### config.mk
export PLATFORM = sky130hd
export DESIGN_NAME = axi4_lite_master_write_q
export DESIGN_NICKNAME = d
export VERILOG_FILES = /design/src/rtl/axi4_lite_pkg.sv /design/src/rtl/fifo_sync.sv /design/src/rtl/axi4_lite_master_write_q.sv
export SDC_FILE = /design/constraint.sdc
export NUM_CORES = 1
export LEC_CHECK = 0
export BUFFER_PORTS_ARGS = -buffer_cell sky130_fd_sc_hd__buf_4
export CORE_MARGIN = 4
export CORE_UTILIZATION = 60
export CTS_BUF_LIST = sky130_fd_sc_hd__clkbuf_4
export CTS_CLUSTER_DIAMETER = 200
export CTS_CLUSTER_SIZE = 16
export DETAILED_ROUTE_END_ITERATION = 16
export PLACE_DENSITY_LB_ADDON = 0.2
export SLEW_MARGIN = 20
export SYNTH_ARGS = -nofsm -noshare
export SYNTH_HDL_FRONTEND = slang
export SYNTH_SLANG_ARGS = --single-unit
### constraint.sdc
create_clock -name clk -period 6.95 [get_ports clk]
set_input_delay 2.085 -clock clk [delete_from_list [all_inputs] [get_ports clk]]
set_output_delay 2.085 -clock clk [all_outputs]
set_load 0.02 [all_outputs]
### src/rtl/axi4_lite_pkg.sv
// Shared AXI4-Lite types for the write and read masters.
// Response codes, write FSM states and sizing helpers.
package axi4_lite_pkg;

   typedef enum logic [1:0] {
      OKAY   = 2'b00,
      EXOKAY = 2'b01,
      SLVERR = 2'b10,
      DECERR = 2'b11
   } t_axi_resp;

   typedef enum logic [1:0] {
      IDLE,
      ADDR_DATA,
      RESP
   } t_wr_state;

   // Watchdog counter must be able to hold the limit itself.
   function automatic int cnt_width(input int limit);
      return (limit > 0) ? $clog2(limit + 1) : 1;
   endfunction

endpackage

### src/rtl/fifo_sync.sv
// Generic synchronous FIFO, show-ahead read, async active-low reset.
// DEPTH must be a power of two so the pointers wrap naturally.
module fifo_sync #(
   parameter int WIDTH = 8,
   parameter int DEPTH = 4
) (
   input  logic                         clk,
   input  logic                         arstn,
   input  logic                         push,
   input  logic                         pop,
   input  logic [WIDTH-1:0]             din,
   output logic [WIDTH-1:0]             dout,
   output logic                         full,
   output logic                         empty,
   output logic [$clog2(DEPTH+1)-1:0]   count
);

   localparam int PW = $clog2(DEPTH);
   localparam int CW = $clog2(DEPTH + 1);
   localparam logic [CW-1:0] FULL_CNT = CW'(DEPTH);

   logic [WIDTH-1:0] mem [DEPTH];
   logic [PW-1:0]    wr_ptr;
   logic [PW-1:0]    rd_ptr;
   logic             do_push;
   logic             do_pop;

   // A pop on the same edge frees the slot a full push needs.
   assign do_pop  = pop & ~empty;
   assign do_push = push & (~full | do_pop);

   assign full  = (count == FULL_CNT);
   assign empty = (count == '0);
   assign dout  = mem[rd_ptr];

   always_ff @(posedge clk) begin
      if (do_push) begin
         mem[wr_ptr] <= din;
      end
   end

   always_ff @(posedge clk or negedge arstn) begin
      if (!arstn) begin
         wr_ptr <= '0;
         rd_ptr <= '0;
         count  <= '0;
      end else begin
         if (do_push) begin
            wr_ptr <= wr_ptr + 1'b1;
         end
         if (do_pop) begin
            rd_ptr <= rd_ptr + 1'b1;
         end
         unique case ({do_push, do_pop})
            2'b10:   count <= count + 1'b1;
            2'b01:   count <= count - 1'b1;
            default: count <= count;
         endcase
      end
   end

endmodule

### src/rtl/axi4_lite_master_write_q.sv
// Queued AXI4-Lite write master: concurrent AW/W, one outstanding
// transaction, sticky fault capture and a response watchdog.
module axi4_lite_master_write_q
   import axi4_lite_pkg::*;
#(
   parameter int          AXI_ADDR_WIDTH = 64,
   parameter int          AXI_DATA_WIDTH = 32,
   parameter int          QUEUE_DEPTH    = 4,
   parameter int          TIMEOUT_CYCLES = 255,
   parameter logic [2:0]  PROT_VALUE     = 3'b000
) (
   input  logic                          clk,
   input  logic                          arstn,
   input  logic                          i_req_valid,
   output logic                          o_req_ready,
   input  logic [AXI_ADDR_WIDTH-1:0]     i_addr,
   input  logic [AXI_DATA_WIDTH-1:0]     i_data,
   input  logic [AXI_DATA_WIDTH/8-1:0]   i_strb,
   input  logic                          i_clear_fault,
   output logic                          o_done,
   output logic                          o_busy,
   output logic                          o_write_fault,
   output logic [AXI_ADDR_WIDTH-1:0]     o_fault_addr,
   output logic [1:0]                    o_fault_resp,
   output logic                          o_timeout,
   input  logic                          AW_READY,
   output logic                          AW_VALID,
   output logic [2:0]                    AW_PROT,
   output logic [AXI_ADDR_WIDTH-1:0]     AW_ADDR,
   input  logic                          W_READY,
   output logic                          W_VALID,
   output logic [AXI_DATA_WIDTH-1:0]     W_DATA,
   output logic [AXI_DATA_WIDTH/8-1:0]   W_STRB,
   input  logic [1:0]                    B_RESP,
   input  logic                          B_VALID,
   output logic                          B_READY
);

   localparam int SW  = AXI_DATA_WIDTH / 8;
   localparam int QCW = $clog2(QUEUE_DEPTH + 1);
   localparam int CW  = cnt_width(TIMEOUT_CYCLES);
   localparam logic [CW-1:0] CNT_MAX = CW'(TIMEOUT_CYCLES);
   localparam logic [CW-1:0] CNT_HIT = CW'(TIMEOUT_CYCLES - 1);

   typedef struct packed {
      logic [AXI_ADDR_WIDTH-1:0] addr;
      logic [AXI_DATA_WIDTH-1:0] data;
      logic [SW-1:0]             strb;
   } t_wr_req;

   t_wr_req            req_in;
   t_wr_req            head;
   logic               q_push;
   logic               q_pop;
   logic               q_full;
   logic               q_empty;
   logic [QCW-1:0]     q_count;

   t_wr_state                 state_q, state_d;
   logic                      aw_valid_q, aw_valid_d;
   logic                      w_valid_q, w_valid_d;
   logic                      b_ready_q, b_ready_d;
   logic                      done_q, done_d;
   logic [AXI_ADDR_WIDTH-1:0] aw_addr_q, aw_addr_d;
   logic [AXI_DATA_WIDTH-1:0] w_data_q, w_data_d;
   logic [SW-1:0]             w_strb_q, w_strb_d;
   logic                      fault_q, fault_d;
   logic [AXI_ADDR_WIDTH-1:0] fault_addr_q, fault_addr_d;
   t_axi_resp                 fault_resp_q, fault_resp_d;
   logic                      timeout_q, timeout_d;
   logic [CW-1:0]             wd_cnt_q, wd_cnt_d;

   assign req_in = '{addr: i_addr, data: i_data, strb: i_strb};
   assign o_req_ready = ~q_full;
   assign q_push = i_req_valid & ~q_full;

   fifo_sync #(
      .WIDTH ($bits(t_wr_req)),
      .DEPTH (QUEUE_DEPTH)
   ) u_queue (
      .clk   (clk),
      .arstn (arstn),
      .push  (q_push),
      .pop   (q_pop),
      .din   (req_in),
      .dout  (head),
      .full  (q_full),
      .empty (q_empty),
      .count (q_count)
   );

   always_comb begin
      state_d      = state_q;
      aw_valid_d   = aw_valid_q;
      w_valid_d    = w_valid_q;
      b_ready_d    = b_ready_q;
      done_d       = 1'b0;
      aw_addr_d    = aw_addr_q;
      w_data_d     = w_data_q;
      w_strb_d     = w_strb_q;
      fault_d      = fault_q;
      fault_addr_d = fault_addr_q;
      fault_resp_d = fault_resp_q;
      timeout_d    = timeout_q;
      wd_cnt_d     = wd_cnt_q;
      q_pop        = 1'b0;

      if (i_clear_fault) begin
         fault_d   = 1'b0;
         timeout_d = 1'b0;
      end

      unique case (state_q)
         IDLE: begin
            if (!q_empty) begin
               q_pop      = 1'b1;
               aw_addr_d  = head.addr;
               w_data_d   = head.data;
               w_strb_d   = head.strb;
               aw_valid_d = 1'b1;
               w_valid_d  = 1'b1;
               wd_cnt_d   = '0;
               state_d    = ADDR_DATA;
            end
         end
         ADDR_DATA: begin
            if (AW_READY) begin
               aw_valid_d = 1'b0;
            end
            if (W_READY) begin
               w_valid_d = 1'b0;
            end
            if ((!aw_valid_q || AW_READY) &&
                (!w_valid_q || W_READY)) begin
               b_ready_d = 1'b1;
               state_d   = RESP;
            end
         end
         RESP: begin
            if (B_VALID) begin
               b_ready_d = 1'b0;
               done_d    = 1'b1;
               state_d   = IDLE;
               // A fresh fault beats a clear landing on the same edge.
               if (B_RESP[1] && (!fault_q || i_clear_fault)) begin
                  fault_d      = 1'b1;
                  fault_addr_d = aw_addr_q;
                  fault_resp_d = t_axi_resp'(B_RESP);
               end
            end
         end
         default: state_d = IDLE;
      endcase

      // Saturating at the limit makes the expiry a one-shot event.
      if (state_q != IDLE) begin
         if (wd_cnt_q != CNT_MAX) begin
            wd_cnt_d = wd_cnt_q + 1'b1;
         end
         if (TIMEOUT_CYCLES != 0 && wd_cnt_q == CNT_HIT) begin
            timeout_d = 1'b1;
         end
      end
   end

   always_ff @(posedge clk or negedge arstn) begin
      if (!arstn) begin
         state_q      <= IDLE;
         aw_valid_q   <= 1'b0;
         w_valid_q    <= 1'b0;
         b_ready_q    <= 1'b0;
         done_q       <= 1'b0;
         aw_addr_q    <= '0;
         w_data_q     <= '0;
         w_strb_q     <= '0;
         fault_q      <= 1'b0;
         fault_addr_q <= '0;
         fault_resp_q <= OKAY;
         timeout_q    <= 1'b0;
         wd_cnt_q     <= '0;
      end else begin
         state_q      <= state_d;
         aw_valid_q   <= aw_valid_d;
         w_valid_q    <= w_valid_d;
         b_ready_q    <= b_ready_d;
         done_q       <= done_d;
         aw_addr_q    <= aw_addr_d;
         w_data_q     <= w_data_d;
         w_strb_q     <= w_strb_d;
         fault_q      <= fault_d;
         fault_addr_q <= fault_addr_d;
         fault_resp_q <= fault_resp_d;
         timeout_q    <= timeout_d;
         wd_cnt_q     <= wd_cnt_d;
      end
   end

   assign AW_PROT       = PROT_VALUE;
   assign AW_VALID      = aw_valid_q;
   assign AW_ADDR       = aw_addr_q;
   assign W_VALID       = w_valid_q;
   assign W_DATA        = w_data_q;
   assign W_STRB        = w_strb_q;
   assign B_READY       = b_ready_q;
   assign o_done        = done_q;
   assign o_busy        = (q_count != '0) || (state_q != IDLE);
   assign o_write_fault = fault_q;
   assign o_fault_addr  = fault_addr_q;
   assign o_fault_resp  = fault_resp_q;
   assign o_timeout     = timeout_q;

endmodule

Word level (Yosys, flattened, before mapping)

Memories as Yosys holds them, arrays and structs flattened. A register that Yosys moved wholly into a read port is not among the register bits.
Index checks and enable logic that the tools add are counted.
Widths: inputs -> output; s select.

Reduce and logical (&&, ||, !) cells: 23
Eq/ne operators: 12
$add $sub $neg: 5
Multiplexer cells: 30
Bitwise operators: 6

Operators with widths:

| operator            | count |
|---|---|
| $mux 8              | 4 |
| $mux 1              | 18 |
| $reduce_and 3->1    | 5 |
| $ne 2x2->1 const B  | 5 |
| $add 8x1->8 const B | 1 |
| $eq 8x8->1 const B  | 1 |
| $ne 8x8->1 const B  | 1 |
| $reduce_bool 2->1   | 4 |
| $mux 2              | 3 |
| $pmux 1 s2          | 3 |
| $pmux 2 s3          | 1 |
| $pmux 3 s2          | 1 |
| $add 2x1->2 const B | 2 |
| $eq 2x1->1 const B  | 2 |
| $eq 2x2->1 const B  | 2 |
| $logic_not 1->1     | 4 |
| $logic_or 1x1->1    | 4 |
| $add 3x1->3 const B | 1 |
| $and 1x1->1         | 3 |
| $eq 3x3->1 const B  | 1 |
| $logic_not 3->1     | 1 |
| $reduce_bool 3->1   | 1 |
| $sub 3x1->3 const B | 1 |
| $logic_and 1x1->1   | 2 |
| 4 further kinds     | 5 |

RAM bits: 400
Register bits after elaboration: 89
Word-level logic and storage cells: 90
Memories: 1
Output and inout port bits: 177

Memories:

| name        | words | width | rd ports | clocked after Yosys merged registers in | wr ports | line            | text |
|---|---|---|---|---|---|---|---|
| u_queue.mem | 4     | 100   | 1        | 1                                       | 1        | fifo_sync.sv:22 | `logic [WIDTH-1:0] mem [DEPTH];` |

Logic depth before layout (Yosys ltp)

Gate-level depths: netlist (run 1).

Depth in word-level cells: 8
Gate-level depth with buffers: 12
Gate-level depth less buffers: 10

Cells and area by module

From an unflattened synthesis (run 1), not the netlist that was laid out.

Cell total of the unflattened synthesis: 1021
Area total of the unflattened synthesis: 22123.7 µm²

Modules (own cells, without submodules):

| module                   | cells each | instances | area an instance (µm²) |
|---|---|---|---|
| fifo_sync                | 576        | 1         | 14910.6 |
| axi4_lite_master_write_q | 445        | 1         | 7213.2 |

Worst setup path after synthesis (run 1)

No wires, ideal clock.

Path kind: input-to-reg
Start: in i_req_valid
End: mem u_queue.mem[0][0] (netlist name) (enable)
Data required time: 6.479 ns
Arrival time: 4.438 ns
Setup slack: 2.041 ns
Library setup time: 0.471 ns
Cell stages on the path: 1
Cell sequence: and3_1

Word-level cells in the longest chain between the ends: 4

Ends and longest elaborated chain:

| item                         | line                           | text |
|---|---|---|
| from (decl)                  | axi4_lite_master_write_q.sv:14 | `input logic i_req_valid,` |
| $and 1x1->1                  | axi4_lite_master_write_q.sv:75 | `assign q_push = i_req_valid & ~q_full;` |
| $and 1x1->1                  | fifo_sync.sv:30                | `assign do_push = push & (~full \| do_pop);` |
| $mux 1                       | fifo_sync.sv:37                | `if (do_push) begin` |
| $mux 1 (implied by the code) | fifo_sync.sv:38                | `mem[wr_ptr] <= din;` |
| to (decl)                    | fifo_sync.sv:22                |  |

No other way between the ends.

Worst setup path after layout (run 1)

Start: reg state_q[1]
End: out o_busy

Word-level cells in the longest chain between the ends: 2

Ends and longest elaborated chain:

| item                   | line                            | text |
|---|---|---|
| from (decl)            | axi4_lite_master_write_q.sv:59  | `t_wr_state state_q, state_d;` |
| from (signal assigned) | axi4_lite_master_write_q.sv:182 | `state_q <= state_d;` |
| $reduce_bool 2->1      | axi4_lite_master_write_q.sv:206 | `assign o_busy = (q_count != '0) \|\| (state_q != IDLE);` |
| $logic_or 1x1->1       | axi4_lite_master_write_q.sv:206 |  |
| to (decl)              | axi4_lite_master_write_q.sv:21  | `output logic o_busy,` |

No other way between the ends.

==> summary by stage, run 1 <==
Yosys
In this run the cell area of the synthesized design comes to 21800 µm². The number of instances in the synthesized netlist is about 1.2k. The post-synthesis mux area share is 14.0%. Of the post-synthesis cell area, the dominant cell type holds 55.1%. Summing the areas of all and, or, nand and nor instances in the mapped netlist gives under 10% of the synthesized area. The number of warnings reported in the yosys synthesis log is 0. The dominant combinational cell family by area after synthesis is multiplexers. The synthesized area per cell is about 18 µm². The synthesis-stage register bit count is approximately 600. The adder and majority gate portion of the synthesized area is 0.494%.

Of the total synthesized cell area, the portion taken by XOR and XNOR cells is less than 1%. The sequential area share after synthesis is between 70 and 80%. Counting flops with an async set or reset pin after synthesis yields a share of 32.1%. In the synthesized netlist the dominant register cell turns out to be sky130_fd_sc_hd__edfxtp_1. The post-synthesis compound-gate area fraction is 0.620%. sky130_fd_sc_hd__edfxtp_1 takes more of the synthesized area than any other cell. The number of synthesized flops with an enable pin is 400.

The number of distinct library cells after synthesis is 44. In the post-synthesis netlist, the biggest area contributors are sky130_fd_sc_hd__edfxtp_1 (55%), sky130_fd_sc_hd__dfrtp_1 (22%), sky130_fd_sc_hd__mux4_2 (10%).

Power and ir drop
The static leakage power is approximately 10 nW. The peak supply drop is 0.316 mV. The total power per unit cell area is 435 nW/µm².

Timing
For the final routed database, the setup TNS stands at 0 ns. The actual transition at the worst max-transition pin is between 1 and 1.5 ns. The setup skew after layout is approximately 0.04 ns. The fmax is ~260 MHz.

Hold timing on the final database bottoms out at a slack of around 0.5 ns. Headroom to the max-slew limit came out at 27.0%. The count of pins over their slew limit is 0.

Setup repair after global routing left no endpoint under its margin. The share of the clock period used by the worst path is between 50% and 60%. Setup violations remaining at the end of the flow were counted as 0. The final count of hold timing violations is 0. The routed design could run at a clock period as short as ~3.9 ns. The final worst slack is 3.09 ns.

Global routing
The initial antenna violation count is 7. Summed over all layers, the global routing overflow is 0. The first global-routing pass estimated around 66 mm of wire. Global routing consumed, over all layers together, roughly 22% of the routing resources. Entering global routing, the biggest net connects 103 pins. The via count of the first global-routing pass is 11.5k.

Clock network
The cell sitting at the root of the clock tree is a sky130_fd_sc_hd__clkbuf_4. The worst-case clock buffer depth is 3. After clock tree synthesis, the flow added hold-fix buffers numbering 0.

The number of H-tree branching levels is 2. For this design, the sink count on the clock tree is just under 600. Clock-pin slew was measured on the worst setup and hold paths at 0.16 ns.

The clock latency reported for the late side of the worst-skew pair is about 0.73 ns. The clock tree from TritonCTS is built. The number of buffers added for setup after CTS is 0. TritonCTS created between 40 and 50 clock buffers. After clock tree synthesis, the repair step resized 0 gates.

Setup path
The data arrival at the endpoint of the critical path is between 1.5 and 2 ns. Counting cells, the worst reg-to-reg path comes to 9. The largest single stage delay on the critical path is 0.50 ns. The worst setup path is launched from a flip-flop.

The type of the worst setup path is flip-flop to output port. The endpoint identified for the worst register-to-register timing path is u_queue.count[2]. In this run the register-to-register setup slack is roughly 3.9 ns.

The largest individual stage delay along the critical path comes from the cell sky130_fd_sc_hd__dfrtp_1. The required time reported for the critical path endpoint is between 4 and 5 ns. The worst register-to-register path begins at state_q[1].

The signal on the critical path passes through nor2_2 > nand2_1 > buf_4. The capturing element type of the critical path is an output port. Along the worst path, the maximum fanout reaches 8.

Placed design
OpenSTA, run right after detailed placement, puts the worst setup slack at 2.50 ns. The weighted congestion reported at the end of routability-driven placement is 0.767. The cell count after placement is 1907.

Summed over all nets, the half-perimeter wirelength after detailed placement is 27.0 mm. The count of buffers from port buffering is about 280.

Detailed routing
The post-detailed-route DRC marker count is 0. The routed layout has 11.1k vias. Dividing the detail-routed via count by the number of cells gives ~5.6. The count of nets left with antenna violations after detail routing is 0. After the first detailed-routing iteration, the DRC count stood at 799. The total wire length is between 40 and 50 mm. The first detailed-routing pass took 7 iterations.

The average wire per standard cell is between 20 and 25 µm.

Cells and area
The non-filler instance count after layout is between 1.5k and 2k. The number of nets in the layout is between 1.5k and 2k. Of the cells placed in the final design, the portion with a size suffix greater than 1 is 36.4%. Compared with the post-synthesis result, the final layout area differs by 14.6%.

Floorplan
The height of the chip is ~200 µm. In this run the horizontal extent of the chip is roughly 200 µm. The area of the placeable core is roughly 36000 µm². The floorplan die area is between 30000 and 40000 µm². The initial utilization of the core area, before any placement, comes to roughly three fifths. The initialized floorplan defines 69 standard-cell rows.

The number of I/O pins is 286.

Worst hold path
The worst hold path passes through 2 cells. The sink of the worst hold path is W_DATA[6]. The worst hold path begins at W_DATA[6]. The worst min-delay path category is flip-flop to flip-flop.

Run
Max-cap violations in this run came to 0.

Run status
The run finished with clean final reports.
per-stage QoR:
stage | total power, W | cell area, µm² | util [%]
after global routing | 0.0115 | 25000 | 70.0
after floorplan | 0.00797 | 21800 | -
final | 0.0109 | 25000 | 70.1
after CTS | 0.0110 | 24900 | 69.9
after global placement | 0.00941 | 24300 | 68.2
after detailed placement | 0.00954 | 24300 | 68.2
how the worst max path moves through the flow:
stage	startpoint	cells after the start	slack, ns	end
2_1_floorplan	i_req_valid	1	2.04	u_queue.mem[0][0]
4_1_cts	state_q[1]	3	3.03	o_busy
3_3_place_gp	B_VALID	6	2.57	o_fault_addr[9]
6_report	state_q[1]	3	3.09	o_busy
3_5_place_dp	B_VALID	6	2.50	o_fault_addr[63]
5_1_grt	state_q[1]	3	2.93	o_busy
per-layer routing:
metal  part of all wire, %  global-route usage, %
met3                   6.7                   4.66
met1                    43                   32.1
met2                    48                   35.1
met5                  0.10                      0
met4                   2.1                   5.02
synthesized netlist by cell type, drive strengths merged (3+ instances only):
cell type / number
inv: 15
a21oi: 4
clkbuf: 22
xnor2: 4
nor3: 6
dfrtp: 189
buf: 36
nand3: 3
ha: 7
and3: 5
mux4: 100
edfxtp: 400
o21ai: 5
mux2i: 3
nor2: 6
nand2: 312
mux2: 68
cells in the final DEF, fill, tap and decap left out, types with 3 or more instances in the layout:
| cell | count |
|---|---|
| sky130_fd_sc_hd__a21oi_1 | 3 |
| sky130_fd_sc_hd__and3_4 | 4 |
| sky130_fd_sc_hd__buf_4 | 293 |
| sky130_fd_sc_hd__clkbuf_4 | 73 |
| sky130_fd_sc_hd__conb_1 | 3 |
| sky130_fd_sc_hd__dfrtp_1 | 187 |
| sky130_fd_sc_hd__diode_2 | 5 |
| sky130_fd_sc_hd__edfxtp_1 | 400 |
| sky130_fd_sc_hd__ha_1 | 7 |
| sky130_fd_sc_hd__inv_1 | 14 |
| sky130_fd_sc_hd__mux2_2 | 67 |
| sky130_fd_sc_hd__mux2i_1 | 3 |
| sky130_fd_sc_hd__mux4_2 | 100 |
| sky130_fd_sc_hd__nand2_1 | 312 |
| sky130_fd_sc_hd__nor2_1 | 5 |
| sky130_fd_sc_hd__nor3_1 | 6 |
| sky130_fd_sc_hd__o21ai_0 | 5 |
| sky130_fd_sc_hd__xnor2_1 | 4 |
cell families after synthesis:
group,count (synthesis)
flops,589
simple gates,341
mux,171
buf+inv,73
compound gates,19
fa+ha+maj,8
xor+xnor,6
other cells,1
report_power, final:
group | internal [W] | switching, W
clock | 0.000511 | 0.000984
combinational | 0.00174 | 0.00222
sequential | 0.00482 | 0.000594
layout make-up:
cell class	instances	area, µm²
multi-input combinational	548	4730
clock buffer	73	548
clock inverter	4	42.5
antenna	5	12.5
fill	2369	10700
tap	461	577
timing repair buffer	296	2260
inverter	15	58.8
sequential	589	16700
worst max-delay path: cells and delay by family, from the launching register on:
kind / cells / cell delay [ns]
buffers and inverters: 1 / 0.17
DFF: 1 / 0.50
and+or+nand+nor: 2 / 0.41
sequential cells by signal (all words and copies together), names as in the netlist:
signal	flops
o_write_fault	1
AW_ADDR	64
u_queue.count	3
wd_cnt_q	8
state_q	2
u_queue.rd_ptr	2
u_queue.mem	400
W_STRB	4
AW_VALID	1
o_fault_resp	2
W_DATA	32
o_timeout	1
W_VALID	1
B_READY	1
o_fault_addr	64
u_queue.wr_ptr	2
o_done	1
(Power assumes the default switching activity.)
==> run 2, diff against run 1 <==
==> constraint.sdc (replaced) <==
create_clock -name clk -period 3.9 [get_ports clk]
set_input_delay 1.17 -clock clk [delete_from_list [all_inputs] [get_ports clk]]
set_output_delay 1.17 -clock clk [all_outputs]
set_load 0.02 [all_outputs]
==> run 2 against run 1 <==
  * Power grew 79%
  * Global-route usage fell by 0.079 points
  * Clock skew is 0.0038 ns lower
  * Sequential power increased by 78%
  * Critical path type unchanged
  * Largest cell class unchanged
==> summary by stage, run 2 (synthesis gave the netlist of run 1 again) <==
Detailed routing
The total wire length is 42.7 mm. Dividing the detail-routed wire length by the instance count gives between 20 and 25 µm. The number of vias after detailed routing is approximately 11k. After detailed routing, the number of vias per cell comes to roughly 5.6. For this run, design rule violations remaining after detail routing come to 0. The count of nets left with antenna violations once routing finished came out at 0.

The iteration count of the initial detailed-routing pass is 6. The initial detailed-routing violation count is 696.

Timing
Setup repair after global routing left no endpoint under its margin. The minimum clock period is approximately 3 ns. Adding up every negative setup slack in the final design gives 0 ns. Hold timing on the final database bottoms out at a slack of between 0.3 and 0.4 ns.

The relative slew slack is a little over two fifths. Across the routed clock network, the largest skew measured is approximately 0.036 ns. The fmax is 330 MHz. The final count of hold timing violations is 0. The count of pins over their slew limit is 0. For the pin with the worst max-slew slack, the measured transition is 0.867 ns. The count of endpoints failing setup in the final report is 0.

The final critical path takes up 77.8% of the cycle.

Clock network
TritonCTS created between 40 and 50 clock buffers. The total clock sinks is ~590. The post-cts hold buffer count is 0. The longest clock path from root to sink contains 3 buffers. After clock tree synthesis, the setup repair step added 0 buffers. After clock tree synthesis, the clock-pin slew on the worst setup and hold paths is roughly 0.16 ns. TritonCTS built the clock tree.

The number of H-tree branching levels is 2. The clock reaches the later pin of the worst-skew pair after around 0.71 ns. The clock tree root buffer cell is sky130_fd_sc_hd__clkbuf_4. After clock tree synthesis, the repair step resized 0 gates.

Setup path
For flop-to-flop paths, the worst setup slack is 1.46 ns. The launching point of the worst reg2reg path is state_q[1]. The timing startpoint of the critical path is state_q[1]. The largest fanout on the critical path is 8. The worst setup path is of the flip-flop to output port kind. The worst setup path is captured at an output port. In this run the critical register-to-register path is captured at u_queue.count[2]. The required time reported for the critical path endpoint is between 2 and 3 ns. For the worst setup path, the data arrival time is roughly 1.9 ns.

Counting cells, the worst reg-to-reg path comes to 9. The sort of element at the start of the critical path is a flip-flop.

Cells and area
The proportion of layout cells with a drive suffix above 1 is 36.5%. The library cell used most frequently in the layout, excluding fill and tap cells, is sky130_fd_sc_hd__edfxtp_1. The final non-filler cell area is roughly 25000 µm². In the layout the commonest cells are sky130_fd_sc_hd__edfxtp_1 (400), sky130_fd_sc_hd__nand2_1 (312), sky130_fd_sc_hd__buf_4 (286). The flip-flop count of the largest register, all copies and words added is 400. The area growth from synthesis to layout is 15.1%.

The largest register by flop count is u_queue.mem. The number of nets in the layout is 1612. Counting the fill cells in the layout gives ~2.3k.

Floorplan
The die covers between 30000 and 40000 µm². The floorplan step defined a core boundary enclosing around 36000 µm². The initial utilization of the core area, before any placement, comes to approximately three fifths. The number of I/O pins is roughly 290.

The die width is a little under 200 µm. The height of the chip is roughly 200 µm. The placement row count is just under 70.

Placed design
After detailed placement, the total cell area comes to 24500 µm². Routability-driven placement finished with a final weighted congestion of just under 0.8. The count of buffers from port buffering is ~280. The sum of net half-perimeters after detailed placement is approximately 26 mm.

Run status
The flow ran to the end, and the final reports show no timing, DRC or antenna violations.

Global routing
The total overflow left after global routing is 0. The maximum number of pins on one net before global-route repair is between 100 and 150. Global routing consumed, over all layers together, 21.8% of the routing resources. The first-pass GRT wire length is about 67 mm. The initial antenna violation count is 3.

The via count of the first global-routing pass is roughly 12k.

Worst hold path
The worst min-delay path category is input pin to asynchronous set/reset pin.

Run
The number of max-capacitance violations reported is 0.

Power and ir drop
Total power for the finished layout comes to 0.0194 W. For this design the ratio of total power to cell area is 775 nW/µm². The static leakage power is 10.0 nW.

IR analysis of the VDD net gives a maximum drop of a little over 0.5 mV.
-- run 2: how the worst max path moves through the flow --
stage / cells past startpoint / to / slack, ns
after floorplan: 1 / u_queue.mem[0][0] / 1.03
after global placement: 6 / o_fault_addr[60] / 1.23
after detailed placement: 6 / o_fault_resp[0] / 1.15
after CTS: 3 / o_busy / 0.81
after global routing: 3 / o_busy / 0.72
final: 3 / o_busy / 0.87
-- run 2: metal layers --
metal	vias up	track usage, %	wire (µm)
met5	-	0	26
met4	4	4.28	725
met3	52	5.13	3080
met2	296	36.1	21300
met1	5738	30.8	17600
li1	5028	-	-
-- run 2: final cells by class --
type | instances | area (µm²) | area share [%]
well taps | 461 | 577 | 2.30
repair buffers | 299 | 2400 | 9.57
multi-input cells | 548 | 4730 | 18.9
clock inverters | 2 | 8.76 | 0.0349
clock buffers | 74 | 556 | 2.21
flip-flops and latches | 589 | 16700 | 66.8
diodes | 1 | 2.50 | 0.00998
inverters | 15 | 58.8 | 0.234
-- run 2: stage by stage --
step                utilization [%]  instances  worst slack (ns)
floorplan                         -       1210              1.03
global placement               68.8       1912              1.23
detailed placement             68.8       1912              1.15
CTS                            70.3       1988             0.811
global route                   70.3       1989             0.716
finish                         70.3       1989             0.865
-- run 2: report_power, final --
part | total [W] | switching, W | internal, W
logic | 0.00719 | 0.00398 | 0.00321
registers | 0.00964 | 0.00107 | 0.00857
clock network | 0.00260 | 0.00175 | 0.000851
-- run 2: worst max-delay path: stages (launching register included) --
cell	delay (ns)
sky130_fd_sc_hd__dfrtp_1	0.52
sky130_fd_sc_hd__nor2_2	0.31
sky130_fd_sc_hd__nand2_1	0.15
sky130_fd_sc_hd__buf_4	0.19
